**src/rtl/mcu_strip_scheduler.sv**
```systemverilog
// MCU strip scheduler: sequences 4:2:0 MCU readout of a double-banked
// 16-line strip buffer (Y bank plus shared U/V bank), tracks write/read
// bank ownership and generates clamped luma/chroma read addresses.
module mcu_strip_scheduler #(
   parameter int SENSOR_X_SIZE = 720,
   parameter int SENSOR_Y_SIZE = 720
) (
   input  logic                                          clk,
   input  logic                                          resetn,
   input  logic                                          start,
   input  logic [$clog2(SENSOR_X_SIZE)-1:0]              x_size_m1,
   input  logic [$clog2(SENSOR_Y_SIZE)-1:0]              y_size_m1,
   input  logic                                          strip_done,
   output logic                                          wr_bank,
   output logic                                          wr_ready,
   input  logic                                          rd_hold,
   output logic                                          re_luma,
   output logic [$clog2(2*SENSOR_X_SIZE*16/8)-1:0]       ra_luma,
   output logic                                          re_chroma,
   output logic [$clog2(2*SENSOR_X_SIZE*8/8)-1:0]        ra_chroma,
   output logic                                          rd_valid,
   output logic [2:0]                                    mcu_id,
   output logic [2:0]                                    mcu_line,
   output logic                                          gray_out,
   output logic                                          frame_done,
   output logic                                          busy,
   output logic                                          err_overflow
);

   localparam int XW = $clog2(SENSOR_X_SIZE);
   localparam int YW = $clog2(SENSOR_Y_SIZE);
   localparam int BW = XW - 4;
   localparam int SW = YW - 4;

   typedef enum logic {IDLE, RUN} state_t;

   state_t          state;
   logic [XW-1:0]   x_lat;
   logic [YW-1:0]   y_lat;
   logic [1:0]      full;
   logic [1:0]      full_nxt;
   logic            rd_bank;
   logic [2:0]      line;
   logic [2:0]      mcu;
   logic [BW-1:0]   blk;
   logic [SW-1:0]   strip;

   logic            step;
   logic            luma_sel;
   logic            line_last;
   logic            mcu_last;
   logic            blk_last;
   logic            strip_last;
   logic            strip_end;
   logic            frame_end;
   logic            wr_accept;
   logic [YW-1:0]   yl;
   logic [YW-1:0]   yc;
   logic [3:0]      row;
   logic [2:0]      crow;
   logic [XW-1:0]   xg;
   logic [YW-1:0]   yg;
   logic            gray;

   // Read-step decode, bank bookkeeping and clamped address generation
   always_comb begin
      busy       = (state == RUN);
      wr_ready   = (state == RUN) & ~full[wr_bank];
      wr_accept  = strip_done & wr_ready;
      step       = (state == RUN) & full[rd_bank] & ~rd_hold;
      luma_sel   = (mcu < 3'd4);
      re_luma    = step & luma_sel;
      re_chroma  = step & ~luma_sel;

      line_last  = (line == 3'd7);
      mcu_last   = (mcu == 3'd5);
      blk_last   = (blk == x_lat[XW-1:4]);
      strip_last = (strip == y_lat[YW-1:4]);
      strip_end  = step & line_last & mcu_last & blk_last;
      frame_end  = strip_end & strip_last;

      // set after clear so a same-bank collision leaves the bank full
      full_nxt = full;
      if (strip_end)
         full_nxt[rd_bank] = 1'b0;
      if (wr_accept)
         full_nxt[wr_bank] = 1'b1;

      // rows below the image bottom replicate the last valid row
      yl        = {strip, mcu[1], line};
      row       = (yl > y_lat) ? y_lat[3:0] : {mcu[1], line};
      ra_luma   = {blk, mcu[0], row, rd_bank};

      yc        = {1'b0, strip, line};
      crow      = (yc > (y_lat >> 1)) ? y_lat[3:1] : line;
      ra_chroma = {blk, crow, rd_bank, mcu[0]};

      xg   = {3'b000, blk, mcu[0]};
      yg   = {3'b000, strip, mcu[1]};
      gray = luma_sel & ((xg > (x_lat >> 3)) | (yg > (y_lat >> 3)));
   end

   // Frame FSM, write/read bank pointers, MCU counters and registered outputs
   always_ff @(posedge clk) begin
      if (!resetn) begin
         state        <= IDLE;
         x_lat        <= '0;
         y_lat        <= '0;
         full         <= '0;
         wr_bank      <= 1'b0;
         rd_bank      <= 1'b0;
         line         <= '0;
         mcu          <= '0;
         blk          <= '0;
         strip        <= '0;
         rd_valid     <= 1'b0;
         mcu_id       <= '0;
         mcu_line     <= '0;
         gray_out     <= 1'b0;
         frame_done   <= 1'b0;
         err_overflow <= 1'b0;
      end else begin
         frame_done <= 1'b0;
         if (start) begin
            state        <= RUN;
            x_lat        <= x_size_m1;
            y_lat        <= y_size_m1;
            full         <= '0;
            wr_bank      <= 1'b0;
            rd_bank      <= 1'b0;
            line         <= '0;
            mcu          <= '0;
            blk          <= '0;
            strip        <= '0;
            rd_valid     <= 1'b0;
            err_overflow <= 1'b0;
         end else begin
            full <= full_nxt;
            if (strip_done & ~wr_ready)
               err_overflow <= 1'b1;
            if (wr_accept)
               wr_bank <= ~wr_bank;
            if (!rd_hold)
               rd_valid <= step;
            if (step) begin
               mcu_id   <= mcu;
               mcu_line <= line;
               gray_out <= gray;
               if (!line_last) begin
                  line <= line + 3'd1;
               end else begin
                  line <= '0;
                  if (!mcu_last) begin
                     mcu <= mcu + 3'd1;
                  end else begin
                     mcu <= '0;
                     if (!blk_last) begin
                        blk <= blk + BW'(1);
                     end else begin
                        blk <= '0;
                        if (!strip_last)
                           strip <= strip + SW'(1);
                        else
                           strip <= '0;
                     end
                  end
               end
               if (strip_end)
                  rd_bank <= ~rd_bank;
               if (frame_end) begin
                  state      <= IDLE;
                  frame_done <= 1'b1;
               end
            end
         end
      end
   end

endmodule

```
**config.mk**
```make
export PLATFORM = sky130hd
export DESIGN_NAME = mcu_strip_scheduler
export DESIGN_NICKNAME = d
export VERILOG_FILES = /design/src/rtl/mcu_strip_scheduler.sv
export SDC_FILE = /design/constraint.sdc
export NUM_CORES = 1
export LEC_CHECK = 0
export BUFFER_PORTS_ARGS = -buffer_cell sky130_fd_sc_hd__buf_4
export CAP_MARGIN = 40
export CORE_MARGIN = 2
export CORE_UTILIZATION = 54
export CTS_CLUSTER_SIZE = 40
export DETAILED_ROUTE_END_ITERATION = 12
export GPL_TIMING_DRIVEN = 0
export PLACE_DENSITY_LB_ADDON = 0.12
export SYNTH_ARGS = -nofsm -noshare
export SYNTH_HDL_FRONTEND = slang
export SYNTH_SLANG_ARGS = --single-unit
```
**constraint.sdc**
```tcl
create_clock -name clk -period 3.2 [get_ports clk]
set_input_delay 0.8 -clock clk [delete_from_list [all_inputs] [get_ports clk]]
set_output_delay 0.8 -clock clk [all_outputs]
set_load 0.01 [all_outputs]
```
==> reports/metrics.csv, run 1 <==
stage,metric,value,unit
sta,final-hold-violation-count,0,
clock_network,cts_tree,yes,
placed_design,port_buffers,59,
yosys,synth.distinct_cells,47,
power_and_ir_drop,power-per-cell-area,363,nW/um^2
finish,final_core_util,0.694,
clock_network,worstSkewPairLatency,0.31,ns
routing,drtIter0Drc,79,
global_route,grt_max_degree,17,
routing,vias,2295,
floorplan,die_w,76.3,um
floorplan,start_util,0.556,
floorplan,die_area,5820,sq um
yosys,synth_edf_count,0,
sta,setup_violations,0,
sta,fin_crit_sh,0.990,
routing,drc,0,
run_status,status,"finished, final reports clean",
yosys,ys_seq_area_frac,0.355,
floorplan,core_area,5070,sq um
global_route,grt_pass1_wl,10400,um
sta,worst_slack,0.0305,ns
routing,wl_per_cell,14.0,um
yosys,synth_nets,356,
setup_path,cp-start-kind,flop,
floorplan,rows,26,
clock_network,cts-root-buf,clkbuf_8,
global_route,antenna_found_initial,0,
global_route,grt_pass1_vias,2227,
sta,rsz0062_at_grt,yes,
clock_network,cts_buffers,5,
min_path,hold_path_depth,2,
floorplan,die_h,76.3,um
clock_network,cts_buffer_depth,2,
power_and_ir_drop,max-vdd-ir-drop,267,uV
routing,routed_via_density,5.18,
clock_network,clock_sinks,50,
finish,nNetsFinal,422,
yosys,syn-cell-area,2820,sq um
setup_path,r2r_slack,1.10,ns
sta,whs,0.467,ns
setup_path,crit_buf_inv,2,
sta,max_slew_margin,0.685,
setup_path,crit_family,simple AND/OR/NAND/NOR gates,
yosys,synthCells,306,
placed_design,preCtsSetupSlack,0.321,ns
routing,antenna_left,0,
setup_path,cp_max_fo,8,
sta,fmax,316,MHz
setup_path,end_kind,output pin,
placed_design,dpl_cell_area,3350,sq um
yosys,async_flop_share,0,
global_route,overflow,0,
clock_network,htree_levels,2,
clock_network,path_clk_slew,0.10,ns
finish,diodes,0,
sta,finClkSkew,0.0105,ns
min_path,min_path_type,reg -> reg,
setup_path,critPathMaxStageDelay,0.38,ns
yosys,syn_avg_cell_area,9.22,sq um
finish,final_common_cell,buf_4,
setup_path,crit_chain,ha_4 -> and4_1 -> and3_4 -> buf_6 -> nand2_1 -> o22ai_4 -> mux2_2 -> buf_4,
setup_path,path_depth,8,
finish,n_fill_cell,428,
sta,slew_violations,0,
finish,mostFrequentLayoutCells,"buf_4, dfxtp_1, nor2b_1",
finish,design_area,3520,sq um
yosys,synth_seq_cells,50,
setup_path,crit_required,2.40,ns
routing,wl,6210,um
sta,period_minus_slack,3.17,ns
flow_run,maxCapViolations,0,
sta,worst_slew_pin_slew,0.473,ns
finish,drive_gt1_frac,0.282,
yosys,synth_ff_type,dfxtp_1,
setup_path,reg2reg_depth,7,
routing,drtPass1Iterations,4,
placed_design,gp_congestion,0.812,
setup_path,critical_path_class,reg -> out,
sta,finalSetupTns,0,ns
power_and_ir_drop,p_leak,1.52,nW
setup_path,critPathSlowestCell,dfxtp_1,
yosys,yosysWarnings,0,
finish,area_growth,24.9,%
floorplan,io_pins,63,
global_route,track_usage,0.218,
setup_path,crit_arrival,2.37,ns
placed_design,dp_hpwl,4670,um
[report_power, final]
group          internal [mW]  switching, mW  total (mW)
clock network          0.233          0.228       0.461
logic                 0.0828         0.0861       0.169
registers              0.638         0.0107       0.648
total                  0.953          0.325        1.28
[area by class of cell]
type	count	area, sq um	area share
multi-input combinational	213	1650	0.469
sequential	50	1010	0.286
inverter	22	82.6	0.0234
clock inverter	3	45.0	0.0128
tap	70	87.6	0.0249
timing repair buffer	59	443	0.126
buffer	21	135	0.0384
clock buffer	5	68.8	0.0195
[worst min-delay path: stages (launching register included)]
cell     delay, ns
dfxtp_1       0.32
nand2_1       0.05
a21oi_1       0.06
[cell usage after synthesis, types with 4 or more instances]
cell type	count	area [sq um]
buf_2	4	20.0
nor2b_1	27	169
inv_1	22	82.6
ha_1	25	313
o21ai_0	6	30.0
buf_4	10	75.1
mux2i_1	26	260
nand3b_1	5	37.5
nor2_1	14	52.6
nand3_1	5	25.0
clkbuf_1	4	15.0
xnor2_1	7	61.3
dfxtp_1	50	1000
and3_1	5	31.3
mux2_2	5	56.3
nand2_1	23	86.3
a21oi_1	21	105
[through the flow]
step	instances	total power, mW
after CTS	443	1.28
after global placement	435	0.815
after floorplan	306	0.763
after detailed placement	435	0.819
final	443	1.28
after global routing	443	1.34
[layer usage]
layer	global-route usage	up-vias	wire length, um
li1	-	1179	-
met1	0.280	1068	2810
met2	0.386	44	3140
met3	0.0355	4	211
met4	0.0436	0	38
met5	0	-	0
[cell families (layout without fill, tap and decap cells)]
logic type | Yosys count | count (layout) | synth area share
mux | 32 | 32 | 0.118
fa+ha+maj | 25 | 25 | 0.111
flops | 50 | 50 | 0.355
compound gates | 45 | 45 | 0.102
xor+xnor | 8 | 8 | 0.0248
simple gates | 103 | 103 | 0.215
buf+inv | 43 | 110 | 0.0750
[state kept, by name (all words and copies together) (netlist names)]
register	flops
x_lat	7
gray_out	1
err_overflow	1
mcu_line	3
y_lat	10
wr_bank	1
rd_bank	1
rd_valid	1
mcu_id	3
busy	1
mcu	3
line	3
frame_done	1
strip	6
full	2
blk	6
[worst paths after layout]
path	start	end
min	rd_valid$_SDFFE_PP0N_	rd_valid$_SDFFE_PP0N_
min reg2reg	rd_valid$_SDFFE_PP0N_	rd_valid$_SDFFE_PP0N_
max	strip[3]$_SDFFE_PP0P_	ra_luma[1]
max reg2reg	line[1]$_SDFFE_PP0N_	strip[4]$_SDFFE_PP0P_
[timing repair]
action	in CTS	in global routing
hold buffers	0	0
setup buffers	0	0
endpoints found under the setup margin	3	7
pin swaps	1	2
gates resized for setup	1	13
Note: power is estimated with default switching activity, not from simulation.
==> inputs of run 2 (changes only) <==
--- a/config.mk
+++ b/config.mk
@@ -5,6 +5,7 @@
 export SDC_FILE = /design/constraint.sdc
 export NUM_CORES = 1
 export LEC_CHECK = 0
+export ABC_AREA = 1
 export BUFFER_PORTS_ARGS = -buffer_cell sky130_fd_sc_hd__buf_4
 export CAP_MARGIN = 40
 export CORE_MARGIN = 2
==> run 2 against run 1 <==
Net effect:
- maximum frequency is 8.0% higher
- worst hold slack got worse by 0.0034 ns
- register-to-register slack better by 0.31 ns
- setup slack better by 0.24 ns
- critical endpoint is now ra_chroma[2]
- largest power group unchanged
- non-clock buffer count down 4
- die area is 1.4% higher
- clock skew is 0.0013 ns lower
- first-iteration DRC count increased by 89%
- area after synthesis is 1.5% higher
- global-route usage grew 0.93 points
- utilization down 0.91 points
==> reports/metrics.csv, run 2 <==
stage,metric,value,unit,change
run_status,status,"finished, final reports clean",,unchanged
clock_network,cts_buffer_depth,2,,unchanged
yosys,synth_most_common_cell,nand2_1,,was dfxtp_1
yosys,syn-cell-area,2860,sq um,was 2820 sq um
finish,largest_reg_flops,10,,unchanged
global_route,overflow,0,,unchanged
clock_network,cts_tree,yes,,unchanged
yosys,synth_top_family_by_area,simple AND/OR/NAND/NOR gates,,unchanged
yosys,synth-compound-area-share,0.149,,was 0.102
placed_design,port_buffers,59,,unchanged
flow_run,maxCapViolations,0,,unchanged
setup_path,critical_path_class,reg -> out,,unchanged
floorplan,die_area,5900,sq um,was 5820 sq um
sta,period_minus_slack,2.93,ns,was 3.17 ns
yosys,synth_area_leader_cell,dfxtp_1,,unchanged
sta,fin_crit_sh,0.917,,was 0.990
clock_network,cts_buffers,5,,unchanged
routing,drc,0,,unchanged
global_route,busiest_layer,met2,,unchanged
clock_network,clock_sinks,50,,unchanged
finish,final_common_cell,nand2_1,,was buf_4
yosys,yosys.area_share.adder,0.109,,was 0.111
yosys,synth-xor-area-share,0.0184,,was 0.0248
setup_path,crit_arrival,2.13,ns,was 2.37 ns
yosys,ys_seq_area_frac,0.350,,was 0.355
global_route,use_met1,0.285,,was 0.280
sta,finalSetupTns,0,ns,unchanged
floorplan,die_h,76.8,um,was 76.3 um
yosys,synthSimpleGateAreaFrac,0.265,,was 0.215
setup_path,cp-start-kind,flop,,unchanged
sta,rsz0062_at_grt,no,,was yes
yosys,synthCells,384,,was 306
finish,area_growth,22.3,%,was 24.9%
power_and_ir_drop,p_switching,0.310,mW,was 0.325 mW
yosys,ys_top_cells_by_count,"nand2_1, dfxtp_1, inv_1",,"was dfxtp_1, nor2b_1, mux2i_1"
floorplan,core_area,5110,sq um,was 5070 sq um
yosys,synth_mux_area_frac,0,,was 0.118
min_path,min_path_type,reg -> reg,,unchanged
global_route,antenna_found_initial,0,,unchanged
sta,max_slew_margin,0.665,,was 0.685
power_and_ir_drop,combPwrFrac,0.125,,was 0.132
routing,wl_per_cell,12.3,um,was 14.0 um
sta,worst_slew_pin_slew,0.503,ns,was 0.473 ns
placed_design,gp_congestion,0.872,,was 0.812
yosys,async_flop_share,0,,unchanged
power_and_ir_drop,power-per-cell-area,356,nW/um^2,was 363 nW/um^2
setup_path,cp_max_fo,4,,was 8
routing,drtIter0Drc,149,,was 79
setup_path,critPathMaxStageDelay,0.43,ns,was 0.38 ns
clock_network,worstSkewPairLatency,0.31,ns,about the same
sta,fmax,341,MHz,was 316 MHz
routing,wl,6400,um,was 6210 um
clock_network,htree_levels,2,,unchanged
global_route,grt_max_degree,15,,was 17
yosys,synth.distinct_cells,32,,was 47
power_and_ir_drop,pwr-share-clk,0.354,,was 0.361
yosys,synth_area_leaders,"dfxtp_1, ha_1, nand2_1",,"was dfxtp_1, ha_1, mux2i_1"
setup_path,end_kind,output pin,,unchanged
global_route,grt_pass1_vias,2399,,was 2227
power_and_ir_drop,p_int,0.936,mW,was 0.953 mW
finish,final_cells,521,,was 443
yosys,synth_nets,434,,was 356
floorplan,die_w,76.8,um,was 76.3 um
global_route,met2_usage,0.391,,was 0.386
finish,top_register,y_lat,,unchanged
routing,antenna_left,0,,unchanged
routing,routed_via_density,5.02,,was 5.18
power_and_ir_drop,max-vdd-ir-drop,229,uV,was 267 uV
finish,nNetsFinal,500,,was 422
yosys,synth_ff_type,dfxtp_1,,unchanged
global_route,grt_pass1_wl,10800,um,was 10400 um
setup_path,crit_chain,ha_1 -> nand2_2 -> inv_1 -> a21oi_1 -> nand2_1 -> o21bai_1 -> nand2_1 -> nand2_1 -> nand2_1 -> buf_4,,was ha_4 -> and4_1 -> and3_4 -> buf_6 -> nand2_1 -> o22ai_4 -> mux2_2 -> buf_4
global_route,grt_use_met3,0.0435,,was 0.0355
clock_network,cts-root-buf,clkbuf_8,,unchanged
floorplan,io_pins,63,,unchanged
setup_path,critPathSlowestCell,dfxtp_1,,unchanged
clock_network,cts_setup_buffers,0,,unchanged
routing,drtPass1Iterations,4,,unchanged
yosys,synth_edf_count,0,,unchanged
power_and_ir_drop,p_leak,1.66,nW,was 1.52 nW
finish,drive_gt1_frac,0.233,,was 0.282
clock_network,path_clk_slew,0.09,ns,was 0.10 ns
sta,setup_violations,0,,unchanged
finish,diodes,0,,unchanged
setup_path,reg2reg_depth,8,,was 7
setup_path,crit_top_cell,nand2_1,,
yosys,synth_seq_cells,50,,unchanged
floorplan,start_util,0.560,,was 0.556
sta,final-hold-violation-count,0,,unchanged
placed_design,dp_hpwl,4880,um,was 4670 um
setup_path,crit_required,2.40,ns,about the same
clock_network,hold_buffers,0,,unchanged
routing,vias,2618,,was 2295
placed_design,place_inst,513,,was 435
yosys,syn_avg_cell_area,7.45,sq um,was 9.22 sq um
yosys,yosysWarnings,0,,unchanged
min_path,hold_path_depth,2,,unchanged
finish,mostFrequentLayoutCells,"nand2_1, buf_4, dfxtp_1",,"was buf_4, dfxtp_1, nor2b_1"
finish,top_regs,"y_lat x10, x_lat x7",,unchanged
floorplan,rows,26,,unchanged
global_route,track_usage,0.227,,was 0.218
power_and_ir_drop,p_seq_frac,0.521,,was 0.507
sta,slew_violations,0,,unchanged
sta,finClkSkew,0.00926,ns,was 0.0105 ns
yosys,netlist.area_leader.share,0.350,,was 0.355
clock_network,cts_resized,0,,was 1
power_and_ir_drop,sw_frac_of_total,0.249,,was 0.254
-- run 2: layout make-up --
type / instances / area, sq um
clock buffer: 7 / 76.3
fill: 466 / 1610
clock inverter: 1 / 30.0
sequential: 50 / 1000
inverter: 53 / 201
buffer: 17 / 110
tap: 70 / 87.6
multi-input combinational: 264 / 1550
timing repair buffer: 59 / 443
-- run 2: worst paths after layout --
check | startpoint | endpoint | slack (ns)
worst max-delay path | strip[4]$_SDFFE_PP0P_ | ra_chroma[2] | 0.27
worst min-delay path | rd_valid$_SDFFE_PP0N_ | rd_valid$_SDFFE_PP0N_ | 0.46
worst max register to register | blk[0]$_SDFFE_PP0N_ | full[0]$_SDFF_PP0_ | 1.41
worst min register to register | rd_valid$_SDFFE_PP0N_ | rd_valid$_SDFFE_PP0N_ | 0.46
-- run 2: worst max-delay path: cells and delay by family (launching register included) --
kind | cells | cell delay [ns]
simple gates | 5 | 0.51
buf+inv | 2 | 0.17
fa+ha+maj | 1 | 0.27
compound gates | 2 | 0.43
flops | 1 | 0.43
-- run 2: power by group through the flow --
stage | Combinational, mW | Clock, mW | Sequential (mW)
after floorplan | 0.0984 | 0 | 0.661
after global placement | 0.150 | 0 | 0.662
after detailed placement | 0.154 | 0 | 0.663
after CTS | 0.155 | 0.452 | 0.648
after global routing | 0.176 | 0.479 | 0.651
final | 0.156 | 0.442 | 0.649
-- run 2: cells by family after synthesis --
family          Yosys count
xor+xnor                  6
flops                    50
buf+inv                  70
compound gates           80
simple gates            153
fa+ha+maj                25
-- run 2: routing by layer --
layer  wire (um)  up-vias
li1            -     1372
met2        2930       67
met4          77        0
met1        3050     1172
met5           0        -
met3         342        7
-- run 2: stage by stage --
| stage | power (mW) | instance area [sq um] | hold WS [ns] | utilization | setup slack (ns) |
|---|---|---|---|---|---|
| 6_report | 1.25 | 3500 | 0.463 | 0.685 | 0.266 |
| 5_1_grt | 1.31 | 3500 | 0.490 | 0.685 | 0.0452 |
| 4_1_cts | 1.26 | 3500 | 0.466 | 0.685 | 0.275 |
| 3_5_place_dp | 0.817 | 3390 | 0.455 | 0.664 | 0.636 |
| 3_3_place_gp | 0.812 | 3390 | 0.447 | 0.664 | 0.659 |
| 2_1_floorplan | 0.760 | 2860 | 0.437 | - | 0.937 |
==> inputs of run 3 (changes only) <==
--- a/config.mk
+++ b/config.mk
@@ -6,14 +6,15 @@
 export NUM_CORES = 1
 export LEC_CHECK = 0
 export ABC_AREA = 1
-export BUFFER_PORTS_ARGS = -buffer_cell sky130_fd_sc_hd__buf_4
 export CAP_MARGIN = 40
 export CORE_MARGIN = 2
-export CORE_UTILIZATION = 54
+export CORE_UTILIZATION = 58
 export CTS_CLUSTER_SIZE = 40
 export DETAILED_ROUTE_END_ITERATION = 12
+export DONT_BUFFER_PORTS = 1
 export GPL_TIMING_DRIVEN = 0
 export PLACE_DENSITY_LB_ADDON = 0.12
+export RECOVER_POWER = 25
 export SYNTH_ARGS = -nofsm -noshare
 export SYNTH_HDL_FRONTEND = slang
 export SYNTH_SLANG_ARGS = --single-unit
==> run 3 against run 2 <==
Net effect:
- die area down 6.5%
- combinational power down 21%
- clock power down 16%
- critical path type unchanged
- highest routed layer unchanged
==> reports/metrics.csv, run 3 (synthesis results as in run 2) <==
stage,metric,value,unit,change
clock_network,cts_buffers,5,,unchanged
clock_network,htree_levels,2,,unchanged
setup_path,critical_path_class,reg -> out,,unchanged
sta,worst_slew_pin_slew,0.545,ns,was 0.503 ns
clock_network,cts-root-buf,clkbuf_8,,unchanged
sta,period_minus_slack,2.86,ns,was 2.93 ns
setup_path,crit_chain,ha_1 -> nand2_2 -> inv_1 -> a21oi_1 -> nand2_1 -> nor2_1 -> nand2_1 -> nand2_2 -> nand2_1 -> nand2_1,,was ha_1 -> nand2_2 -> inv_1 -> a21oi_1 -> nand2_1 -> o21bai_1 -> nand2_1 -> nand2_1 -> nand2_1 -> buf_4
global_route,overflow,0,,unchanged
sta,slew_violations,0,,unchanged
finish,n_fill_cell,456,,was 466
global_route,grt_pass1_wl,9850,um,was 10800 um
floorplan,io_pins,63,,unchanged
floorplan,die_w,74.2,um,was 76.8 um
placed_design,port_buffers,0,,was 59
run_status,status,"finished, final reports clean",,unchanged
clock_network,cts_setup_buffers,0,,unchanged
floorplan,core_area,4750,sq um,was 5110 sq um
setup_path,crit_arrival,2.06,ns,was 2.13 ns
finish,final_common_cell,nand2_1,,unchanged
clock_network,path_clk_slew,0.09,ns,about the same
placed_design,dp_hpwl,4710,um,was 4880 um
placed_design,gp_congestion,0.831,,was 0.872
clock_network,hold_buffers,0,,unchanged
global_route,antenna_found_initial,0,,unchanged
routing,drc,0,,unchanged
routing,routed_via_density,5.29,,was 5.02
finish,area_growth,4.98,%,was 22.3%
setup_path,end_kind,output pin,,unchanged
floorplan,die_h,74.2,um,was 76.8 um
routing,drtPass1Iterations,4,,unchanged
finish,diodes,0,,unchanged
routing,routed.top_layer,met4,,unchanged
routing,dr_wl_met2,2740,um,was 2930 um
setup_path,crit_top_cell,nand2_1,,unchanged
placed_design,place_inst,451,,was 513
global_route,grt_max_degree,14,,was 15
finish,mostFrequentLayoutCells,"nand2_1, dfxtp_1, inv_1, a21oi_1, o21ai_0",,"was nand2_1, buf_4, dfxtp_1"
setup_path,crit_required,2.40,ns,about the same
clock_network,clock_sinks,50,,unchanged
floorplan,die_area,5510,sq um,was 5900 sq um
setup_path,cp_max_fo,5,,was 4
clock_network,cts_resized,0,,unchanged
finish,largest_reg_flops,10,,unchanged
sta,finalSetupTns,0,ns,unchanged
global_route,track_usage,0.235,,was 0.227
sta,rsz0062_at_grt,no,,unchanged
clock_network,cts_tree,yes,,unchanged
sta,max_slew_margin,0.636,,was 0.665
sta,finClkSkew,0.00631,ns,was 0.00926 ns
sta,final-hold-violation-count,0,,unchanged
finish,top_register,y_lat,,unchanged
routing,drtIter0Drc,102,,was 149
clock_network,worstSkewPairLatency,0.31,ns,about the same
routing,vias,2416,,was 2618
setup_path,cp-start-kind,flop,,unchanged
routing,wl_per_cell,13.3,um,was 12.3 um
finish,top_regs,"y_lat x10, x_lat x7",,unchanged
floorplan,rows,25,,was 26
global_route,grt_pass1_vias,2180,,was 2399
flow_run,maxCapViolations,0,,unchanged
floorplan,start_util,0.602,,was 0.560
routing,antenna_left,0,,unchanged
setup_path,critPathSlowestCell,dfxtp_1,,unchanged
finish,drive_gt1_frac,0.113,,was 0.233
power_and_ir_drop,p_leak,1.35,nW,was 1.66 nW
placed_design,preCtsSetupSlack,0.678,ns,was 0.636 ns
sta,fmax,350,MHz,was 341 MHz
sta,worst_slack,0.343,ns,was 0.266 ns
power_and_ir_drop,max-vdd-ir-drop,232,uV,was 229 uV
power_and_ir_drop,power-per-cell-area,380,nW/um^2,was 356 nW/um^2
finish,final_cells,457,,was 521
finish,final_core_util,0.632,,was 0.685
min_path,min_path_type,reg -> reg,,unchanged
routing,wl,6090,um,was 6400 um
routing,m1WireLength,2820,um,was 3050 um
routing,wl_met3,423,um,was 342 um
sta,setup_violations,0,,unchanged
sta,fin_crit_sh,0.893,,was 0.917
setup_path,critPathMaxStageDelay,0.42,ns,was 0.43 ns
finish,nNetsFinal,441,,was 500
clock_network,cts_buffer_depth,2,,unchanged
-- run 3: path summary, 6_finish.rpt --
path / endpoint / slack, ns / cells after the start / start
worst max-delay path: ra_luma[3] / 0.34 / 10 / strip[4]$_SDFFE_PP0P_
worst min-delay path: x_lat[4]$_SDFFE_PN0P_ / 0.47 / 2 / x_lat[4]$_SDFFE_PN0P_
worst max register to register: full[0]$_SDFF_PP0_ / 1.16 / 7 / rd_bank$_SDFFE_PP0P_
worst min register to register: x_lat[4]$_SDFFE_PN0P_ / 0.47 / 2 / x_lat[4]$_SDFFE_PN0P_
-- run 3: metal layers --
| layer | up-vias | track usage |
|---|---|---|
| met4 | 0 | 0.0734 |
| met1 | 1088 | 0.308 |
| met5 | - | 0 |
| li1 | 1253 | - |
| met3 | 11 | 0.0610 |
| met2 | 64 | 0.382 |
-- run 3: critical path: cells and delay by family, from the launching register on --
| kind | cells | cell delay [ns] |
|---|---|---|
| buffers and inverters | 1 | 0.05 |
| AOI/OAI and AO/OA | 1 | 0.23 |
| DFF | 1 | 0.42 |
| adders and majority gates | 1 | 0.27 |
| and+or+nand+nor | 7 | 0.78 |
-- run 3: power by group --
| part | internal, mW | switching (mW) |
|---|---|---|
| logic | 0.0399 | 0.0834 |
| registers | 0.639 | 0.0104 |
| clock network | 0.167 | 0.203 |
-- run 3: cell type report --
cell class	count	area, sq um	area share
sequential	50	1000	0.333
clock buffer	6	82.6	0.0275
inverter	53	201	0.0671
tap	67	83.8	0.0279
buffer	17	110	0.0367
multi-input combinational	264	1530	0.508
-- run 3: metrics by stage --
step / hold slack, ns / total power, mW / instance area (sq um)
global placement: 0.452 / 0.783 / 2950
detailed placement: 0.454 / 0.788 / 2950
floorplan: 0.437 / 0.760 / 2860
CTS: 0.467 / 1.15 / 3030
finish: 0.469 / 1.14 / 3000
global route: 0.490 / 1.19 / 3000
